$ cat src/rtl/stp_watch_core.sv
// stp_watch_core: stopwatch core with a start/pause/clear FSM, a clock
// prescaler and a cascaded sub-second/second/minute/hour counter chain.
// The core also provides lap capture and saturating overflow detection.
// Build macro STP_BCD_OUT_EN: when defined, the time and lap fields are
// packed two-digit BCD. When undefined, they are plain binary values.
module stp_watch_core #(
  parameter int CLK_HZ    = 1000,
  parameter int TICK_HZ   = 100,
  parameter int HR_MAX    = 99,
  parameter int LAP_CNT_W = 4
) (
  input  logic                 CLK,
  input  logic                 rst,
  input  logic                 en,
  input  logic                 start_stop,
  input  logic                 clear,
  input  logic                 lap,
  output logic                 running,
  output logic [7:0]           sub_sec,
  output logic [7:0]           seconds,
  output logic [7:0]           minutes,
  output logic [7:0]           hours,
  output logic                 tick_sub,
  output logic                 tick_sec,
  output logic                 overflow,
  output logic [7:0]           lap_sub,
  output logic [7:0]           lap_sec,
  output logic [7:0]           lap_min,
  output logic [7:0]           lap_hr,
  output logic                 lap_valid,
  output logic [LAP_CNT_W-1:0] lap_count
);

  localparam int DIV = CLK_HZ / TICK_HZ;
  localparam int PW  = $clog2(DIV);

  localparam logic [1:0] ST_IDLE  = 2'd0;
  localparam logic [1:0] ST_RUN   = 2'd1;
  localparam logic [1:0] ST_PAUSE = 2'd2;

  // Encode a small integer in the field representation (binary or BCD).
  function automatic logic [7:0] fld_enc(input int v);
`ifdef STP_BCD_OUT_EN
    fld_enc = 8'(((v / 10) % 10) * 16 + (v % 10));
`else
    fld_enc = 8'(v);
`endif
  endfunction

  // Advance a field by one. The caller handles the wrap back to zero.
  function automatic logic [7:0] fld_inc(input logic [7:0] v);
`ifdef STP_BCD_OUT_EN
    if (v[3:0] == 4'd9) fld_inc = {v[7:4] + 4'd1, 4'd0};
    else                fld_inc = {v[7:4], v[3:0] + 4'd1};
`else
    fld_inc = v + 8'd1;
`endif
  endfunction

  localparam logic [7:0] SUB_TOP = fld_enc(TICK_HZ - 1);
  localparam logic [7:0] MS_TOP  = fld_enc(59);
  localparam logic [7:0] HR_TOP  = fld_enc(HR_MAX);

  logic [1:0]           state_reg, state_next;
  logic [PW-1:0]        presc_reg;
  logic [7:0]           sub_reg, sec_reg, min_reg, hr_reg;
  logic                 tick_sub_reg, tick_sec_reg, ovf_reg;
  logic [7:0]           lap_sub_reg, lap_sec_reg, lap_min_reg, lap_hr_reg;
  logic                 lap_valid_reg;
  logic [LAP_CNT_W-1:0] lap_count_reg;

  logic is_run, tick, advance, sub_wrap, sec_wrap, min_wrap, at_max;
  logic do_clear, lap_take;

  assign is_run   = (state_reg == ST_RUN);
  assign tick     = is_run && en && (presc_reg == PW'(DIV - 1));
  assign sub_wrap = (sub_reg == SUB_TOP);
  assign sec_wrap = (sec_reg == MS_TOP);
  assign min_wrap = (min_reg == MS_TOP);
  assign at_max   = sub_wrap && sec_wrap && min_wrap && (hr_reg == HR_TOP);
  assign advance  = tick && !at_max;
  // A clear pulse is honoured only outside RUN. It always lands in IDLE.
  assign do_clear = clear && !is_run;
  assign lap_take = lap && is_run;

  // Next-state logic: clear beats start_stop, and saturation forces PAUSE.
  always_comb begin
    state_next = state_reg;
    case (state_reg)
      ST_IDLE: begin
        if (!clear && start_stop) state_next = ST_RUN;
      end
      ST_RUN: begin
        if (start_stop || (tick && at_max)) state_next = ST_PAUSE;
      end
      ST_PAUSE: begin
        if (clear)                        state_next = ST_IDLE;
        else if (start_stop && !ovf_reg) state_next = ST_RUN;
      end
      default: state_next = ST_IDLE;
    endcase
  end

  // State register.
  always_ff @(posedge CLK or posedge rst) begin
    if (rst) state_reg <= ST_IDLE;
    else     state_reg <= state_next;
  end

  // Prescaler: counts only while running and enabled, and holds in PAUSE.
  always_ff @(posedge CLK or posedge rst) begin
    if (rst)                presc_reg <= '0;
    else if (do_clear)      presc_reg <= '0;
    else if (is_run && en)  presc_reg <= tick ? '0 : presc_reg + PW'(1);
  end

  // Time cascade, aligned tick strobes and sticky saturation flag.
  always_ff @(posedge CLK or posedge rst) begin
    if (rst) begin
      sub_reg      <= '0;
      sec_reg      <= '0;
      min_reg      <= '0;
      hr_reg       <= '0;
      tick_sub_reg <= 1'b0;
      tick_sec_reg <= 1'b0;
      ovf_reg      <= 1'b0;
    end else if (do_clear) begin
      sub_reg      <= '0;
      sec_reg      <= '0;
      min_reg      <= '0;
      hr_reg       <= '0;
      tick_sub_reg <= 1'b0;
      tick_sec_reg <= 1'b0;
      ovf_reg      <= 1'b0;
    end else begin
      tick_sub_reg <= advance;
      tick_sec_reg <= advance && sub_wrap;
      if (tick && at_max) ovf_reg <= 1'b1;
      if (advance) begin
        sub_reg <= sub_wrap ? '0 : fld_inc(sub_reg);
        if (sub_wrap) begin
          sec_reg <= sec_wrap ? '0 : fld_inc(sec_reg);
          if (sec_wrap) begin
            min_reg <= min_wrap ? '0 : fld_inc(min_reg);
            if (min_wrap) hr_reg <= fld_inc(hr_reg);
          end
        end
      end
    end
  end

  // Lap capture: snapshot the displayed (pre-tick) value and pulse valid next cycle.
  always_ff @(posedge CLK or posedge rst) begin
    if (rst) begin
      lap_sub_reg   <= '0;
      lap_sec_reg   <= '0;
      lap_min_reg   <= '0;
      lap_hr_reg    <= '0;
      lap_valid_reg <= 1'b0;
      lap_count_reg <= '0;
    end else if (do_clear) begin
      lap_sub_reg   <= '0;
      lap_sec_reg   <= '0;
      lap_min_reg   <= '0;
      lap_hr_reg    <= '0;
      lap_valid_reg <= 1'b0;
      lap_count_reg <= '0;
    end else begin
      lap_valid_reg <= lap_take;
      if (lap_take) begin
        lap_sub_reg   <= sub_reg;
        lap_sec_reg   <= sec_reg;
        lap_min_reg   <= min_reg;
        lap_hr_reg    <= hr_reg;
        lap_count_reg <= lap_count_reg + LAP_CNT_W'(1);
      end
    end
  end

  assign running   = is_run;
  assign sub_sec   = sub_reg;
  assign seconds   = sec_reg;
  assign minutes   = min_reg;
  assign hours     = hr_reg;
  assign tick_sub  = tick_sub_reg;
  assign tick_sec  = tick_sec_reg;
  assign overflow  = ovf_reg;
  assign lap_sub   = lap_sub_reg;
  assign lap_sec   = lap_sec_reg;
  assign lap_min   = lap_min_reg;
  assign lap_hr    = lap_hr_reg;
  assign lap_valid = lap_valid_reg;
  assign lap_count = lap_count_reg;

endmodule

$ cat config.mk
export PLATFORM = sky130hd
export DESIGN_NAME = stp_watch_core
export DESIGN_NICKNAME = d
export VERILOG_FILES = /design/src/rtl/stp_watch_core.sv
export SDC_FILE = /design/constraint.sdc
export NUM_CORES = 1
export LEC_CHECK = 0
export CAP_MARGIN = 20
export CORE_ASPECT_RATIO = 1.75
export CORE_MARGIN = 3
export CORE_UTILIZATION = 50
export CTS_CLUSTER_DIAMETER = 120
export DETAILED_ROUTE_END_ITERATION = 8
export PLACE_DENSITY = 0.78
export SYNTH_ARGS = -nofsm -noshare
export SYNTH_HDL_FRONTEND = slang
export SYNTH_SLANG_ARGS = --single-unit
$ cat constraint.sdc
create_clock -name CLK -period 6.4 [get_ports CLK]
set_clock_uncertainty 0.15 [all_clocks]
set_input_delay 0.96 -clock CLK [delete_from_list [all_inputs] [get_ports CLK]]
set_output_delay 0.96 -clock CLK [all_outputs]
set_load 0.05 [all_outputs]
### Yosys cells after proc, flatten, opt, wreduce, memory -nomap -nowiden

Cells that the tools add are included.

| word-level totals | value |
|---|---|
| memory bits (writable) | 0 |
| register bits | 78 |
| bits in latches | 0 |
| bits of input ports | 6 |
| memories | 0 |
| memory bits (read-only) | 0 |
| word-level logic and storage cells | 100 |
| output and inout port bits | 73 |

| operators by class | value |
|---|---|
| multiply operators | 0 |
| add/sub/neg operators | 6 |
| div/mod/pow operators | 0 |
| equal/unequal tests | 10 |
| shifts and indexed selects | 0 |
| bitwise logic cells | 0 |
| $lt $le $gt $ge | 0 |
| multiplexer cells | 40 |
| reductions and logical operators | 29 |

Operators by type and width:

| kind | count |
|---|---|
| 8-bit 2-to-1 mux | 25 |
| 8-bit by 1-bit adder with 8-bit output, second input constant | 4 |
| 4-bit 2-to-1 mux | 5 |
| 8-bit by 6-bit equality test with 1-bit output, second input constant | 2 |
| 8-bit by 7-bit equality test with 1-bit output, second input constant | 2 |
| 2-bit nonzero test | 7 |
| 1-bit logical AND | 12 |
| 4-bit by 1-bit adder with 4-bit output, second input constant | 2 |
| 2-bit 2-to-1 mux | 4 |
| 2-bit case mux with 3 select lines | 1 |
| 3-bit AND reduction | 2 |
| 1-bit 2-to-1 mux | 5 |
| 4-bit equality test, second input constant | 1 |
| 1-bit zero test | 4 |
| 4-bit AND reduction | 1 |
| 3-bit != test, second input constant | 1 |
| 2-bit by 1-bit equality test with 1-bit output, second input constant | 1 |
| 2-bit equality test, second input constant | 1 |
| 2-bit zero test | 1 |
| 2-bit by 1-bit != test with 1-bit output, second input constant | 1 |
| 2-bit != test, second input constant | 1 |
| 2-bit AND reduction | 1 |
| 1-bit logical OR | 1 |

### Longest topological paths before layout

Gate-level depths: netlist of run 1.

| depth | value |
|---|---|
| word-level depth | 8 |
| depth in mapped cells | 8 |
| depth with buffers taken out | 7 |

### Least setup slack after synthesis of run 1

OpenSTA, ideal clock, no wires.

| path | value |
|---|---|
| path type | register to register |
| from | reg sec_reg[0], in the netlist seconds[0] |
| to | reg hr_reg[2], in the netlist hours[2] |
| cell stages (with the launch flop) | 8 |
| slack | 3717 ps |
| arrival time | 2455 ps |
| period minus slack after synthesis | 2683 ps |
| buffers on the path | 1 |
| data required time | 6172 ps |
| library setup time | 78 ps |
| cell sequence | dfrtp_1 -> ha_1 -> nand3b_1 -> or4_4 -> buf_6 -> or3_1 -> or3_1 -> a21oi_1 |

| on the way | value |
|---|---|
| word-level cells in the longest chain between the ends | 8 |
| elaborated cells between the ends (all ways) | 9 |
| classes of those cells | eq/ne (1); reduce/logical (8) |

Ends and longest elaborated chain:

| what | line | source |
|---|---|---|
| from (decl) | 66 | `logic [7:0] sub_reg, sec_reg, min_reg, hr_reg;` |
| from (signal assigned) | 142 | `sec_reg <= sec_wrap ? '0 : fld_inc(sec_reg);` |
| 8-bit by 6-bit equality test with 1-bit output * | 78 | `assign sec_wrap = (sec_reg == MS_TOP);` |
| 1-bit logical AND (3 in a row) | 80 | `assign at_max = sub_wrap && sec_wrap && min_wrap && (hr_reg == HR_TOP);` |
| 1-bit zero test | 81 | `assign advance = tick && !at_max;` |
| 1-bit logical AND | 81 |  |
| 2-bit nonzero test (no source line) | -- |  |
| 4-bit AND reduction (no source line) * | -- |  |
| to (signal assigned) | 145 | `if (min_wrap) hr_reg <= fld_inc(hr_reg);` |
| to (decl) | 66 |  |

Mark *: on every way between the ends. The rest lies on a longest branch, timed or not.
A chain may end at the register's enable or synchronous reset.

### Worst setup path after layout of run 1

| path | value |
|---|---|
| from | in en |
| to | reg min_reg[7], in the netlist minutes[7] |

| on the way | value |
|---|---|
| word-level cells in the longest chain between the ends | 5 |

Ends and longest elaborated chain:

| what | line | source |
|---|---|---|
| from (decl) | 14 | `input logic en,` |
| 1-bit logical AND (2 in a row) | 76 | `assign tick = is_run && en && (presc_reg == PW'(DIV - 1));` |
| 1-bit logical AND | 81 |  |
| 2-bit nonzero test (no source line) | -- |  |
| 3-bit AND reduction (no source line) | -- |  |
| to (signal assigned) | 144 | `min_reg <= min_wrap ? '0 : fld_inc(min_reg);` |
| to (decl) | 66 |  |

No other way between the ends.

==> summary.md, run 1 <==
| Metric | Value |
|---|---|
| R2R depth | `6` |
| Synth-to-Final Area Change | `31.5%` |
| Syn nets | `roughly 360` |
| Adder-cell share of the synthesized area | `0.0243` |
| Die Height | `~120 µm` |
| # rows | `40` |
| Worst-Skew Late Latency | `about 0.34 ns` |
| Slew headroom | `0.357` |
| Finished Cell Area | `~0.0047 mm²` |
| Routed via count | `between 3000 and 4000` |
| Simple logic cell fraction of the synthesized area | `0.203` |
| Initial drt markers | `~310` |
| Worst-margin pin slew | `approximately 0.96 ns` |
| Resized Gates After CTS | `0` |
| H-tree depth | `3` |
| Synthesized cell area | `approximately 0.0036 mm²` |
| DRC Markers | `0` |
| Final wirelength | `between 8000 and 9000 µm` |
| Post-Synth XOR/XNOR Area | `0.0268` |
| Clk sinks | `about 80` |
| CP Max Fanout | `7` |
| Global-route wire length before repair | `between 15000 and 20000 µm` |
| CTS Buf Count | `9` |
| Lkg Pwr | `just over 2 nW` |
| Met2 WL | `4830 µm` |
| Final period util | `0.473` |
| Worst-path clk slew | `~0.06 ns` |
| Root Buffer | `clkbuf_16` |
| Multiplexer area fraction after synthesis | `0.00591` |
| Clock power frac | `0.423` |
| M1 WL | `between 3000 and 4000 µm` |
| Max Used Layer | `met4` |
| CP Cell Sequence | `clkdlybuf4s50_1, nand3b_1, nor4_4, o211ai_1, or3_1, a21oi_1` |
| Setup crit end kind | `flip-flop` |
| Layout Utilization | `0.685` |
| Ys flop type | `dfrtp_1` |
| # diodes | `0` |
| Inst Count DP | `a little under 500` |
| Yosys Warn Count | `0` |
| Post-synthesis async set-or-reset flop share | `1.00` |
| Core area | `a little under 0.007 mm²` |
| Worst Setup EP | `minutes[7]` |
| Slew Limit Fails | `0` |
| Flop pwr share | `0.458` |
| Final setup TNS | `0 ns` |
| Hold crit path type | `flip-flop to flip-flop` |
| Syn_area_per_cell | `10.5 µm²` |
| IO Port Bufs | `slightly below 80` |
| Net Sw Frac | `0.266` |
| Maximum root-to-sink buffer count | `2` |
| Internal | `between 800 and 900 µW` |
| Flops & latches, synth | `78` |
| Vias per std cell | `about 6` |
| Die Width | `approximately 70 µm` |
| Ports | `between 70 and 80` |
| Main combinational cell family by area after synthesis | `simple AND/OR/NAND/NOR gates` |
| Delay of the slowest critical-path stage | `0.51 ns` |
| CP required | `about 6.5 ns` |
| Complex-gate fraction of the synthesized area | `0.170` |
| Register area share after synthesis | `0.543` |
| Grt total ovfl | `0` |
| Hold Startpoint | `lap_sec[3]` |
| Post-synth EDFFs | `0` |
| Worst EP arrival | `between 3 and 4 ns` |
| Worst setup SP type | `input port` |
| Hold Worst Slack | `approximately 0.35 ns` |
| Detail Route Antenna Nets | `0` |
| Crit path depth | `6` |
| MaxCap Viol Count | `0` |
| Placement Cell Area | `between 0.004 and 0.005 mm²` |
| Flop-to-flop setup slack | `~3.6 ns` |
| Final HPWL DP | `about 6000 µm` |
| # hold bufs at CTS | `0` |
| Final setup fails | `0` |
| Critical Path Source | `en` |
| Post-Syn Instances | `roughly 340` |
| Period minus WS final | `slightly above 3 ns` |
| Hold Fails Final Rpt | `0` |
| Reg2reg start | `seconds[0]` |
| Max Clk Rate | `around 0.33 GHz` |
| Drt first pass iters | `5` |
| Die ar. | `0.00829 mm²` |
| Gpl congestion | `a little under 0.9` |
| Synth unique cells | `47` |
| Total power density per cell area | `approximately 240 mW/mm²` |
| Combinational share of power | `0.119` |
| Fin cells | `roughly 510` |
| Nets@finish | `432` |
| Met3 wire len | `435 µm` |
| CTS tree | `yes` |
| RR Endpoint | `minutes[7]` |
| GRT Overall Usage | `0.233` |
| Slowest CP cell | `nor4_4` |
| Unrepaired setup endpoints after global routing | `false` |
| Layout cell share with drive strength beyond 1 | `0.0708` |
| Sw power | `about 300 µW` |
| Outcome | `completed` |
| Filler cell count | `between 500 and 600` |
| Largest net degree at the start of global routing | `79` |
| CP Class | `input port to flip-flop` |
| Avg WL per Cell | `about 18 µm` |
| Worst VDD drop | `roughly 0.00017 V` |
| Buf/Inv on CP | `1` |
| Initial antenna violation count | `0` |
| Initial Utilization | `0.521` |
| Post-CTS setup buffers | `0` |
| Vias in the first global route | `around 3100` |
| CP top delay family | `simple AND/OR/NAND/NOR gates` |
## layer usage
metal / vias to the layer above / global-route usage
met3: 20 / 0.0502
met5: - / 0
li1: 1427 / -
met2: 115 / 0.405
met1: 1523 / 0.279
met4: 0 / 0.0899
## final cells by class
class	instances	area, µm²	area share
multi-input combinational	241	1550	0.327
sequential	78	1950	0.413
clock buffer	13	270	0.0571
inverter	7	27.5	0.00582
tap	84	105	0.0222
clock inverter	3	17.5	0.00370
timing repair buffer	82	811	0.171
## cells by family after synthesis
logic type / count (synthesis)
compound gates: 83
xor+xnor: 11
fa+ha+maj: 7
buf+inv: 24
flops: 78
mux: 2
simple gates: 138
## power by group through the flow
| stage | logic, mW | clock network [mW] | registers (mW) |
|---|---|---|---|
| floorplan | 0.0566 | 0 | 0.567 |
| global placement | 0.135 | 0 | 0.533 |
| detailed placement | 0.138 | 0 | 0.534 |
| CTS | 0.138 | 0.491 | 0.525 |
| global route | 0.147 | 0.515 | 0.528 |
| finish | 0.136 | 0.485 | 0.525 |
## cell usage after synthesis, types with 3 or more instances
library cell   n  area (µm²)
a21oi_1       12        60.1
a22o_1        33         289
a31oi_1        6        37.5
and2_1         3        18.8
and3_1         7        43.8
clkbuf_1      13        48.8
dfrtp_1       78        1950
ha_1           7        87.6
inv_1          7        26.3
nand2_1       28         105
nand3_1       21         105
nand3b_1       4        30.0
nand4_1        6        37.5
nor2_1        31         116
nor3_1         8        40.0
nor4_1         8        50.1
o211ai_1       3        22.5
o21ai_0       15        75.1
o31ai_1        3        22.5
or3_1          7        43.8
xnor2_1        7        61.3
xor2_1         4        35.0
## worst min-delay path by stage
stage          slack (ns)  cells past startpoint      endpoint
2_1_floorplan        0.37                      2  state_reg[1]
3_3_place_gp         0.33                      1    lap_sec[3]
3_5_place_dp         0.34                      1     lap_hr[5]
4_1_cts              0.35                      1    lap_sec[3]
5_1_grt              0.37                      1    lap_sec[6]
6_report             0.35                      1    lap_sec[3]
## cell usage in the layout, fill, tap and decap left out, drive strengths merged, types with 4 or more instances in the layout
| cell type | netlist | final |
|---|---|---|
| a22o | 33 | 33 |
| nor4 | 9 | 9 |
| nor2 | 31 | 31 |
| xnor2 | 7 | 7 |
| nand4 | 6 | 6 |
| and3 | 7 | 7 |
| nand3 | 21 | 21 |
| clkbuf | 14 | 13 |
| ha | 7 | 7 |
| nor3 | 8 | 8 |
| dfrtp | 78 | 78 |
| a31oi | 6 | 6 |
| or3 | 7 | 7 |
| o21ai | 15 | 15 |
| xor2 | 4 | 4 |
| clkdlybuf4s50 | 0 | 78 |
| buf | 3 | 4 |
| o31ai | 4 | 4 |
| inv | 7 | 6 |
| nand3b | 4 | 4 |
| a21oi | 12 | 12 |
| nand2 | 29 | 29 |
## per-stage QoR
stage	setup slack (ns)	total power, mW
floorplan	3.29	0.624
global placement	3.12	0.668
detailed placement	3.06	0.671
CTS	3.38	1.15
global route	3.24	1.19
finish	3.37	1.15
No activity file was read; power rests on OpenSTA's default activity.
==> inputs of run 2 (changes only) <==
==> constraint.sdc (replaced) <==
create_clock -name CLK -period 3 [get_ports CLK]
set_clock_uncertainty 0.15 [all_clocks]
set_input_delay 0.45 -clock CLK [delete_from_list [all_inputs] [get_ports CLK]]
set_output_delay 0.45 -clock CLK [all_outputs]
set_load 0.05 [all_outputs]
==> summary.md, run 2 (synthesized netlist as in run 1, its figures left out) <==
| Metric | Value |
|---|---|
| H-tree depth | `3` |
| Initial Utilization | `0.521` |
| Lkg Pwr | `2.09 nW` |
| Post-CTS setup buffers | `0` |
| Final HPWL DP | `between 6000 and 7000 µm` |
| Largest net degree at the start of global routing | `42` |
| DRC Markers | `0` |
| CTS Buf Count | `9` |
| Core area | `0.00691 mm²` |
| Slew headroom | `0.552` |
| Fin cells | `around 510` |
| Total power density per cell area | `about 500 mW/mm²` |
| Final setup fails | `0` |
| Die Width | `roughly 70 µm` |
| Hold Fails Final Rpt | `0` |
| Hold crit path type | `flip-flop to flip-flop` |
| Avg WL per Cell | `around 17 µm` |
| Global-route wire length before repair | `~15000 µm` |
| Gpl congestion | `0.879` |
| Detail Route Antenna Nets | `0` |
| Clk sinks | `78` |
| # rows | `40` |
| Maximum root-to-sink buffer count | `2` |
| Layout cell share with drive strength beyond 1 | `0.0839` |
| Grt total ovfl | `0` |
| Final period util | `0.860` |
| CP Max Fanout | `17` |
| Vias in the first global route | `3180` |
| GRT Overall Usage | `0.230` |
| Delay of the slowest critical-path stage | `about 0.57 ns` |
| Die Height | `118 µm` |
| Setup crit end kind | `flip-flop` |
| Die ar. | `~0.0083 mm²` |
| Worst VDD drop | `approximately 0.00048 V` |
| Nets@finish | `about 440` |
| Commonest non-fill, non-tap cells in the layout | `dfrtp_1 (78), clkdlybuf4s50_1 (78), a22o_1 (33)` |
| Inst Count DP | `around 500` |
| Ports | `79` |
| Slew Limit Fails | `0` |
| Initial antenna violation count | `0` |
| Routed via count | `3064` |
| Resized Gates After CTS | `0` |
| Drt first pass iters | `5` |
| CP Cell Sequence | `ha_1, nand3b_1, or4_4, nor4_1, nor3_1, or2_2` |
| Period minus WS final | `2.58 ns` |
| Max Clk Rate | `0.388 GHz` |
| # hold bufs at CTS | `0` |
| Final setup TNS | `0 ns` |
| CP Class | `flip-flop to flip-flop` |
| Slowest CP cell | `or4_4` |
| Final wirelength | `8840 µm` |
| Unrepaired setup endpoints after global routing | `false` |
| Outcome | `completed` |
| IO Port Bufs | `between 70 and 80` |
| Vias per std cell | `around 6` |
| Initial drt markers | `240` |
| Root Buffer | `clkbuf_16` |
| Worst-margin pin slew | `approximately 0.67 ns` |
| Filler cell count | `a little under 600` |
| CP required | `between 3 and 4 ns` |
| Synth-to-Final Area Change | `32.8%` |
| Worst setup SP type | `flip-flop` |
| CTS tree | `yes` |
| Worst EP arrival | `2.64 ns` |
| Worst-Skew Late Latency | `about 0.34 ns` |
| # diodes | `0` |
| Worst-path clk slew | `0.06 ns` |
| MaxCap Viol Count | `0` |
[run 2: cell count changes in the layout (fill, tap and decap cells not counted)]
cell,delta
clkbuf_8,-1
clkbuf_1,-1
clkinv_2,+1
buf_12,+1
buf_4,+5
[run 2: metrics by stage]
stage          power, mW  area, µm²  hold slack (ns)   util  setup slack, ns
2_1_floorplan       1.33       3600            0.370      -            0.317
3_5_place_dp        1.44       4500            0.332  0.652            0.335
3_3_place_gp        1.43       4500            0.332  0.652            0.423
4_1_cts             2.43       4780            0.350  0.691            0.442
5_1_grt             2.49       4780            0.360  0.691            0.243
6_report            2.41       4780            0.344  0.691            0.421
[run 2: cell type report]
| type | instances | area (µm²) | area share |
|---|---|---|---|
| inverter | 7 | 27.5 | 0.00576 |
| timing repair buffer | 88 | 868 | 0.182 |
| tap | 84 | 105 | 0.0220 |
| sequential | 78 | 1950 | 0.409 |
| multi-input combinational | 241 | 1550 | 0.324 |
| clock buffer | 11 | 253 | 0.0529 |
| clock inverter | 4 | 22.5 | 0.00472 |
[run 2: path summary, 6_finish.rpt]
kind / end / slack, ns / depth (start not counted) / from
worst max-delay path: state_reg[0] / 0.42 / 6 / seconds[0]
worst min-delay path: lap_min[2] / 0.34 / 1 / lap_min[2]
worst max register to register: state_reg[0] / 0.42 / 6 / seconds[0]
worst min register to register: lap_min[2] / 0.34 / 1 / lap_min[2]
max in group asynchronous: lap_hr[4] / 1.70 / 3 / rst
min in group asynchronous: lap_sec[6] / 0.37 / 2 / rst
[run 2: report_power, final]
part | leakage [nW] | switching, mW | internal (mW)
Clock | 0.137 | 0.400 | 0.595
Sequential | 1.08 | 0.0381 | 1.08
Combinational | 0.870 | 0.203 | 0.0909
Total | 2.09 | 0.641 | 1.77
[run 2: worst max-delay path: cells and delay by family (launching register included)]
kind	cells	cell delay, ns
flops	1	0.42
simple gates	5	1.64
fa+ha+maj	1	0.25
[run 2: layer usage]
layer	global-route usage	routed length (µm)	vias up
met3	0.0477	415	11
li1	-	-	1430
met2	0.395	4670	92
met5	0	0	-
met4	0.0863	123	0
met1	0.282	3630	1531
